==> src/rtl/fc_sequencer.sv <==
`default_nettype none
// ============================================================================
//  Module   : fc_sequencer
//  Purpose  : Buffers one frame of pooled features, replays it to the fully
//             connected stage as a gap-free burst, captures the class scores
//             and resolves the winning digit with a sequential signed argmax.
//  Revision : 1.0 - initial release
// ============================================================================
module fc_sequencer #(
    parameter int BEATS       = 25,
    parameter int NUM_CLASSES = 10,
    parameter int SCORE_W     = 9,
    parameter int TIMEOUT     = 1023
) (
    input  logic                           clk,
    input  logic                           rst_n,
    input  logic                           feat_valid,
    input  logic [15:0]                    feat_in,
    output logic                           feat_ready,
    output logic                           fc_valid,
    output logic [15:0]                    fc_pixel,
    input  logic [NUM_CLASSES*SCORE_W-1:0] fc_scores,
    input  logic                           fc_score_valid,
    output logic                           digit_valid,
    output logic [3:0]                     digit,
    output logic [SCORE_W-1:0]             max_score,
    input  logic                           digit_ready,
    input  logic                           err_clr,
    output logic                           overrun,
    output logic                           timeout
);

    // One shared counter serves as stream index, WAIT cycle count and argmax
    // class index, so it is sized for the largest of those (the timeout).
    localparam int CNT_W  = $clog2(TIMEOUT + 1);
    localparam int BEAT_W = $clog2(BEATS);

    localparam logic [BEAT_W-1:0] C_BEAT_LAST = BEAT_W'(BEATS - 1);
    localparam logic [CNT_W-1:0]  C_BEATS     = CNT_W'(BEATS);
    localparam logic [CNT_W-1:0]  C_TIMEOUT   = CNT_W'(TIMEOUT);
    localparam logic [CNT_W-1:0]  C_CLS_LAST  = CNT_W'(NUM_CLASSES - 1);

    typedef enum logic [2:0] {
        S_COLLECT = 3'd0,
        S_STREAM  = 3'd1,
        S_WAIT    = 3'd2,
        S_ARGMAX  = 3'd3,
        S_OUT     = 3'd4
    } state_t;

    state_t                      state_q, state_d;
    logic [BEAT_W-1:0]           beat_cnt_q, beat_cnt_d;
    logic [CNT_W-1:0]            cnt_q, cnt_d;
    logic                        fc_valid_q, fc_valid_d;
    logic [15:0]                 fc_pixel_q, fc_pixel_d;
    logic                        digit_valid_q, digit_valid_d;
    logic [3:0]                  digit_q, digit_d;
    logic [SCORE_W-1:0]          max_score_q, max_score_d;
    logic [3:0]                  best_q, best_d;
    logic signed [SCORE_W-1:0]   bestval_q, bestval_d;
    logic                        overrun_q, overrun_d;
    logic                        timeout_q, timeout_d;

    // Data storage without reset: contents are always rewritten before use.
    logic [15:0]                 feat_buf_q [BEATS];
    logic signed [SCORE_W-1:0]   score_q    [NUM_CLASSES];
    logic                        buf_we;
    logic                        score_we;

    logic signed [SCORE_W-1:0]   w_scores [NUM_CLASSES];
    logic signed [SCORE_W-1:0]   w_cand;
    logic                        w_gt;
    logic [3:0]                  w_best_nxt;
    logic signed [SCORE_W-1:0]   w_bestval_nxt;
    logic [CNT_W-1:0]            w_cnt_inc;

    generate
        for (genvar g = 0; g < NUM_CLASSES; g++) begin : g_unpack
            assign w_scores[g] = fc_scores[g*SCORE_W +: SCORE_W];
        end
    endgenerate

    assign feat_ready    = (state_q == S_COLLECT);
    assign w_cnt_inc     = cnt_q + 1'b1;
    assign w_cand        = score_q[cnt_q[3:0]];
    assign w_gt          = (w_cand > bestval_q);            // signed compare
    assign w_best_nxt    = w_gt ? cnt_q[3:0] : best_q;      // ties keep lower index
    assign w_bestval_nxt = w_gt ? w_cand : bestval_q;

    // Next-state and registered-output decode for the sequencer FSM.
    always_comb begin
        state_d       = state_q;
        beat_cnt_d    = beat_cnt_q;
        cnt_d         = cnt_q;
        fc_valid_d    = fc_valid_q;
        fc_pixel_d    = fc_pixel_q;
        digit_valid_d = digit_valid_q;
        digit_d       = digit_q;
        max_score_d   = max_score_q;
        best_d        = best_q;
        bestval_d     = bestval_q;
        overrun_d     = overrun_q;
        timeout_d     = timeout_q;
        buf_we        = 1'b0;
        score_we      = 1'b0;

        // Clear first so that a set event in the same cycle takes priority.
        if (err_clr) begin
            overrun_d = 1'b0;
            timeout_d = 1'b0;
        end
        if (feat_valid && (state_q != S_COLLECT)) begin
            overrun_d = 1'b1;
        end

        case (state_q)
            S_COLLECT: begin
                if (feat_valid) begin
                    buf_we = 1'b1;
                    if (beat_cnt_q == C_BEAT_LAST) begin
                        // First burst beat goes out on the cycle after the
                        // final accept; buf[0] is already stable.
                        beat_cnt_d = '0;
                        state_d    = S_STREAM;
                        fc_valid_d = 1'b1;
                        fc_pixel_d = feat_buf_q[0];
                        cnt_d      = CNT_W'(1);
                    end else begin
                        beat_cnt_d = beat_cnt_q + 1'b1;
                    end
                end
            end
            S_STREAM: begin
                if (cnt_q == C_BEATS) begin
                    fc_valid_d = 1'b0;
                    fc_pixel_d = '0;
                    cnt_d      = '0;
                    state_d    = S_WAIT;
                end else begin
                    fc_pixel_d = feat_buf_q[cnt_q[BEAT_W-1:0]];
                    cnt_d      = w_cnt_inc;
                end
            end
            S_WAIT: begin
                if (fc_score_valid) begin
                    score_we  = 1'b1;
                    best_d    = '0;
                    bestval_d = w_scores[0];
                    cnt_d     = CNT_W'(1);
                    state_d   = S_ARGMAX;
                end else if (w_cnt_inc == C_TIMEOUT) begin
                    timeout_d = 1'b1;
                    cnt_d     = '0;
                    state_d   = S_COLLECT;
                end else begin
                    cnt_d = w_cnt_inc;
                end
            end
            S_ARGMAX: begin
                best_d    = w_best_nxt;
                bestval_d = w_bestval_nxt;
                if (cnt_q == C_CLS_LAST) begin
                    digit_valid_d = 1'b1;
                    digit_d       = w_best_nxt;
                    max_score_d   = w_bestval_nxt;
                    cnt_d         = '0;
                    state_d       = S_OUT;
                end else begin
                    cnt_d = w_cnt_inc;
                end
            end
            S_OUT: begin
                if (digit_ready) begin
                    digit_valid_d = 1'b0;
                    state_d       = S_COLLECT;
                end
            end
            default: begin
                state_d = S_COLLECT;
            end
        endcase
    end

    // Control and output registers; reset aborts any frame in progress.
    always_ff @(posedge clk or negedge rst_n) begin
        if (!rst_n) begin
            state_q       <= S_COLLECT;
            beat_cnt_q    <= '0;
            cnt_q         <= '0;
            fc_valid_q    <= 1'b0;
            fc_pixel_q    <= '0;
            digit_valid_q <= 1'b0;
            digit_q       <= '0;
            max_score_q   <= '0;
            best_q        <= '0;
            bestval_q     <= '0;
            overrun_q     <= 1'b0;
            timeout_q     <= 1'b0;
        end else begin
            state_q       <= state_d;
            beat_cnt_q    <= beat_cnt_d;
            cnt_q         <= cnt_d;
            fc_valid_q    <= fc_valid_d;
            fc_pixel_q    <= fc_pixel_d;
            digit_valid_q <= digit_valid_d;
            digit_q       <= digit_d;
            max_score_q   <= max_score_d;
            best_q        <= best_d;
            bestval_q     <= bestval_d;
            overrun_q     <= overrun_d;
            timeout_q     <= timeout_d;
        end
    end

    // Feature buffer and score snapshot writes.
    always_ff @(posedge clk) begin
        if (buf_we) begin
            feat_buf_q[beat_cnt_q] <= feat_in;
        end
        if (score_we) begin
            for (int i = 0; i < NUM_CLASSES; i++) begin
                score_q[i] <= w_scores[i];
            end
        end
    end

    assign fc_valid    = fc_valid_q;
    assign fc_pixel    = fc_pixel_q;
    assign digit_valid = digit_valid_q;
    assign digit       = digit_q;
    assign max_score   = max_score_q;
    assign overrun     = overrun_q;
    assign timeout     = timeout_q;

endmodule
`default_nettype wire

==> config.mk <==
export PLATFORM = sky130hd
export DESIGN_NAME = fc_sequencer
export DESIGN_NICKNAME = d
export VERILOG_FILES = /design/src/rtl/fc_sequencer.sv
export SDC_FILE = /design/constraint.sdc
export NUM_CORES = 1
export LEC_CHECK = 0
export BUFFER_PORTS_ARGS = -buffer_cell sky130_fd_sc_hd__clkbuf_2
export CAP_MARGIN = 20
export CORE_MARGIN = 2
export CORE_UTILIZATION = 33
export DETAILED_ROUTE_END_ITERATION = 10
export SLEW_MARGIN = 20
export SYNTH_ARGS = -nofsm -noshare
export SYNTH_HDL_FRONTEND = slang
export SYNTH_SLANG_ARGS = --single-unit
==> constraint.sdc <==
create_clock -name clk -period 6.7 [get_ports clk]
set_clock_uncertainty 0.15 [all_clocks]
set_input_delay 0.67 -clock clk [delete_from_list [all_inputs] [get_ports clk]]
set_output_delay 0.67 -clock clk [all_outputs]
set_load 0.02 [all_outputs]
==> impl_metrics.tcl <==
set metrics [dict create \
    yosys.area.top_type "edfxtp_1" \
    wl_per_cell_um 22.31 \
    ys_seq_elements 554 \
    hpwlAfterDp_um 33090 \
    die_h_um 265.1 \
    io_pins 146 \
    grt_pass1_wl_um 78840 \
    ff2ff_path_depth 10 \
    die_w_um 265.1 \
    cpPeakStageDelay_ns 1.06 \
    cts.sinks 554 \
    hold_viol_final 0 \
    dpl_worst_slack_ns 2.268 \
    fmax_ghz 0.2296 \
    clk_pin_slew_ns 0.06 \
    final_layout_size_suffix_gt1_share_pct 28.83 \
    ys_warn_count 0 \
    syn_avg_cell_area_um2 18.08 \
    crit_top_cell "o21ai_2" \
    crit_path_end_kind "register" \
    setup_viol 0 \
    period_needed_ns 4.356 \
    h-tree-depth 2 \
    gp_congestion 0.7941 \
    status "finished, final reports clean" \
    ff2ff_setup_slack_ns 2.34 \
    period_share_pct 65.01 \
    crit_chain "mux4_2, a22oi_1, nand2_1, ha_1, and4_1, a31oi_1, inv_1, o21ai_2, o21ai_2, a221oi_1" \
    ctsLongestPathBuffers 3 \
    final_util_pct 38.83 \
    holdPathStages 1 \
    synth_cell_types 64 \
    first_pass_iters 6 \
    crit_type "reg2reg" \
    hold_start "fc_scores[32]" \
    leakage_nw 8.865 \
    postRouteAntennaNets 0 \
    dpl.cell_count 2226 \
    routed_wl_um 52000 \
    slew_violations 0 \
    dieArea_um2 70260 \
    fin_nets 1538 \
    cts_made_buffers 55 \
    hp-class "in2reg" \
    synth_edf_count 490 \
    relSlewSlack_pct 27.71 \
    routed_via_density 5.193 \
    rsz0062_at_grt "false" \
    vdd_drop_max_mv 0.3235 \
    overflow 0 \
    fill_cells 6139 \
    synth.most_common_cell "edfxtp_1" \
    p_per_area_nw_per_um2 411.0 \
    yosys_most_used_dff "edfxtp_1" \
    final_cell_count_no_fill 2331 \
    post-cts-setup-buffers 0 \
    reg2reg_to "bestval_q[5]" \
    grt_max_degree 111 \
    synth-seq-area-share_pct 72.54 \
    holdPathEnd "score_q[3][5]" \
    cts_root_buffer "clkbuf_16" \
    crit_arrival_ns 4.72 \
    cts_tree "built" \
    io_buffer_count 145 \
    synthCells 1244 \
    clkLatencyLatePin_ns 0.63 \
    synthTopCellsByCount "490 x edfxtp_1, 110 x mux4_2, 105 x nor2_1" \
    drc 0 \
    cts.repair.resized 0 \
    antenna_found_initial 1 \
    grt_usage_pct 14.81 \
    hold_buffers 0 \
    core_um2 67280 \
    rows 95 \
    synthTopCellsByArea "edfxtp_1 65%, mux4_2 11%, dfrtp_1 7.1%, mux2i_1 2.5%, nor2_1 1.8%" \
    async_flop_share_pct 11.55 \
    drt-initial-drc-count 1098 \
    worstMarginPinSlew_ns 1.082 \
    syn2layout_area_growth_pct 16.14 \
    start_util_pct 33.43 \
    cp_max_fo 67 \
    syn_area_um2 22490 \
    maxCapViolations 0 \
    setup_ws_ns 2.344 \
    r2r-start "cnt_q[1]" \
    worst_setup_path_start_kind "register" \
    synth_fp_nets 1372 \
    num_vias 12110 \
    synth_top_area_share_pct 65.42 \
    grt_pass1_vias 12610 \
    fin_tns_setup_ns 0 \
    crit_required_ns 7.06 \
    crit_slowest_cell "dfrtp_4" \
]
kinds of logic after synthesis:
family | count (synthesis) | synth area share [%]
fa+ha+maj | 16 | 0.8900
compound gates | 177 | 5.830
flops | 554 | 72.54
buf+inv | 101 | 2.208
simple gates | 225 | 4.812
mux | 168 | 13.61
xor+xnor | 3 | 0.1168
placed cells by master, fill, tap and decap left out, drive strengths merged, types with 15 or more instances in the layout:
| cell | n |
|---|---|
| edfxtp | 490 |
| clkbuf | 223 |
| mux4 | 110 |
| nor2 | 106 |
| dfrtp | 64 |
| mux2i | 56 |
| a21oi | 44 |
| nand2 | 39 |
| buf | 34 |
| inv | 31 |
| o21ai | 20 |
| o22ai | 18 |
| clkinv | 18 |
| ha | 16 |
| a2111oi | 16 |
| o22a | 15 |
registers in the layout, summed over array words and instances, names as in the netlist:
signal and count:
score_q 90, digit_valid 1, cnt_q 10, best_q 4, fc_pixel 16, bestval_q 9
feat_buf_q 400, beat_cnt_q 5, digit 4, fc_valid 1, overrun 1, timeout 1
state_q 3, max_score 9
area by class of cell:
cell class,count,area [um2],area share (%)
clock buffer,79,1556,5.958
sequential,554,16320,62.49
antenna,1,2.502,0.009579
inverter,32,121.4,0.4646
timing repair buffer,178,985.9,3.774
tap,873,1092,4.181
clock inverter,25,355.3,1.360
multi-input combinational,589,5685,21.76
per-layer routing:
metal  wire length (um)  part of all wire [%]  global-route usage, %
met5                220                  0.42                  2.356
met2              25330                    49                  24.13
met3               2775                   5.3                  2.629
met1              22770                    44                  20.33
met4                903                   1.7                  3.955
power by group:
part	internal (mW)	switching, mW	leakage, nW
clock	1.89	1.32	0.932
sequential	4.03	0.323	5.18
combinational	1.40	1.76	2.75
total	7.33	3.41	8.87
stage by stage:
stage | hold WS, ns | total power [mW] | instance area (um2)
floorplan | 0.2244 | 6.761 | 22490
global placement | 0.3404 | 7.556 | 24200
detailed placement | 0.3389 | 7.623 | 24200
CTS | 0.02691 | 10.86 | 26120
global route | 0.04201 | 11.27 | 26120
finish | 0.06922 | 10.74 | 26120
how the worst max path moves through the flow:
stage	start	slack [ns]	endpoint	cells past startpoint
after floorplan	state_q[2]	3.32	score_q[0][0]	5
after global placement	cnt_q[1]	2.34	bestval_q[0]	11
after detailed placement	cnt_q[1]	2.27	bestval_q[5]	10
after CTS	cnt_q[1]	2.29	bestval_q[5]	10
after global routing	cnt_q[1]	2.12	bestval_q[5]	10
final	cnt_q[1]	2.34	bestval_q[5]	10
critical path: cells and delay by family, from the launching register on:
kind            cells  cell delay [ns]
compound gates      5             1.85
fa+ha+maj           1             0.31
buf+inv             1             0.08
flops               1             1.06
mux                 1             0.43
simple gates        2             0.38
Note: power is estimated with default switching activity, not from simulation.
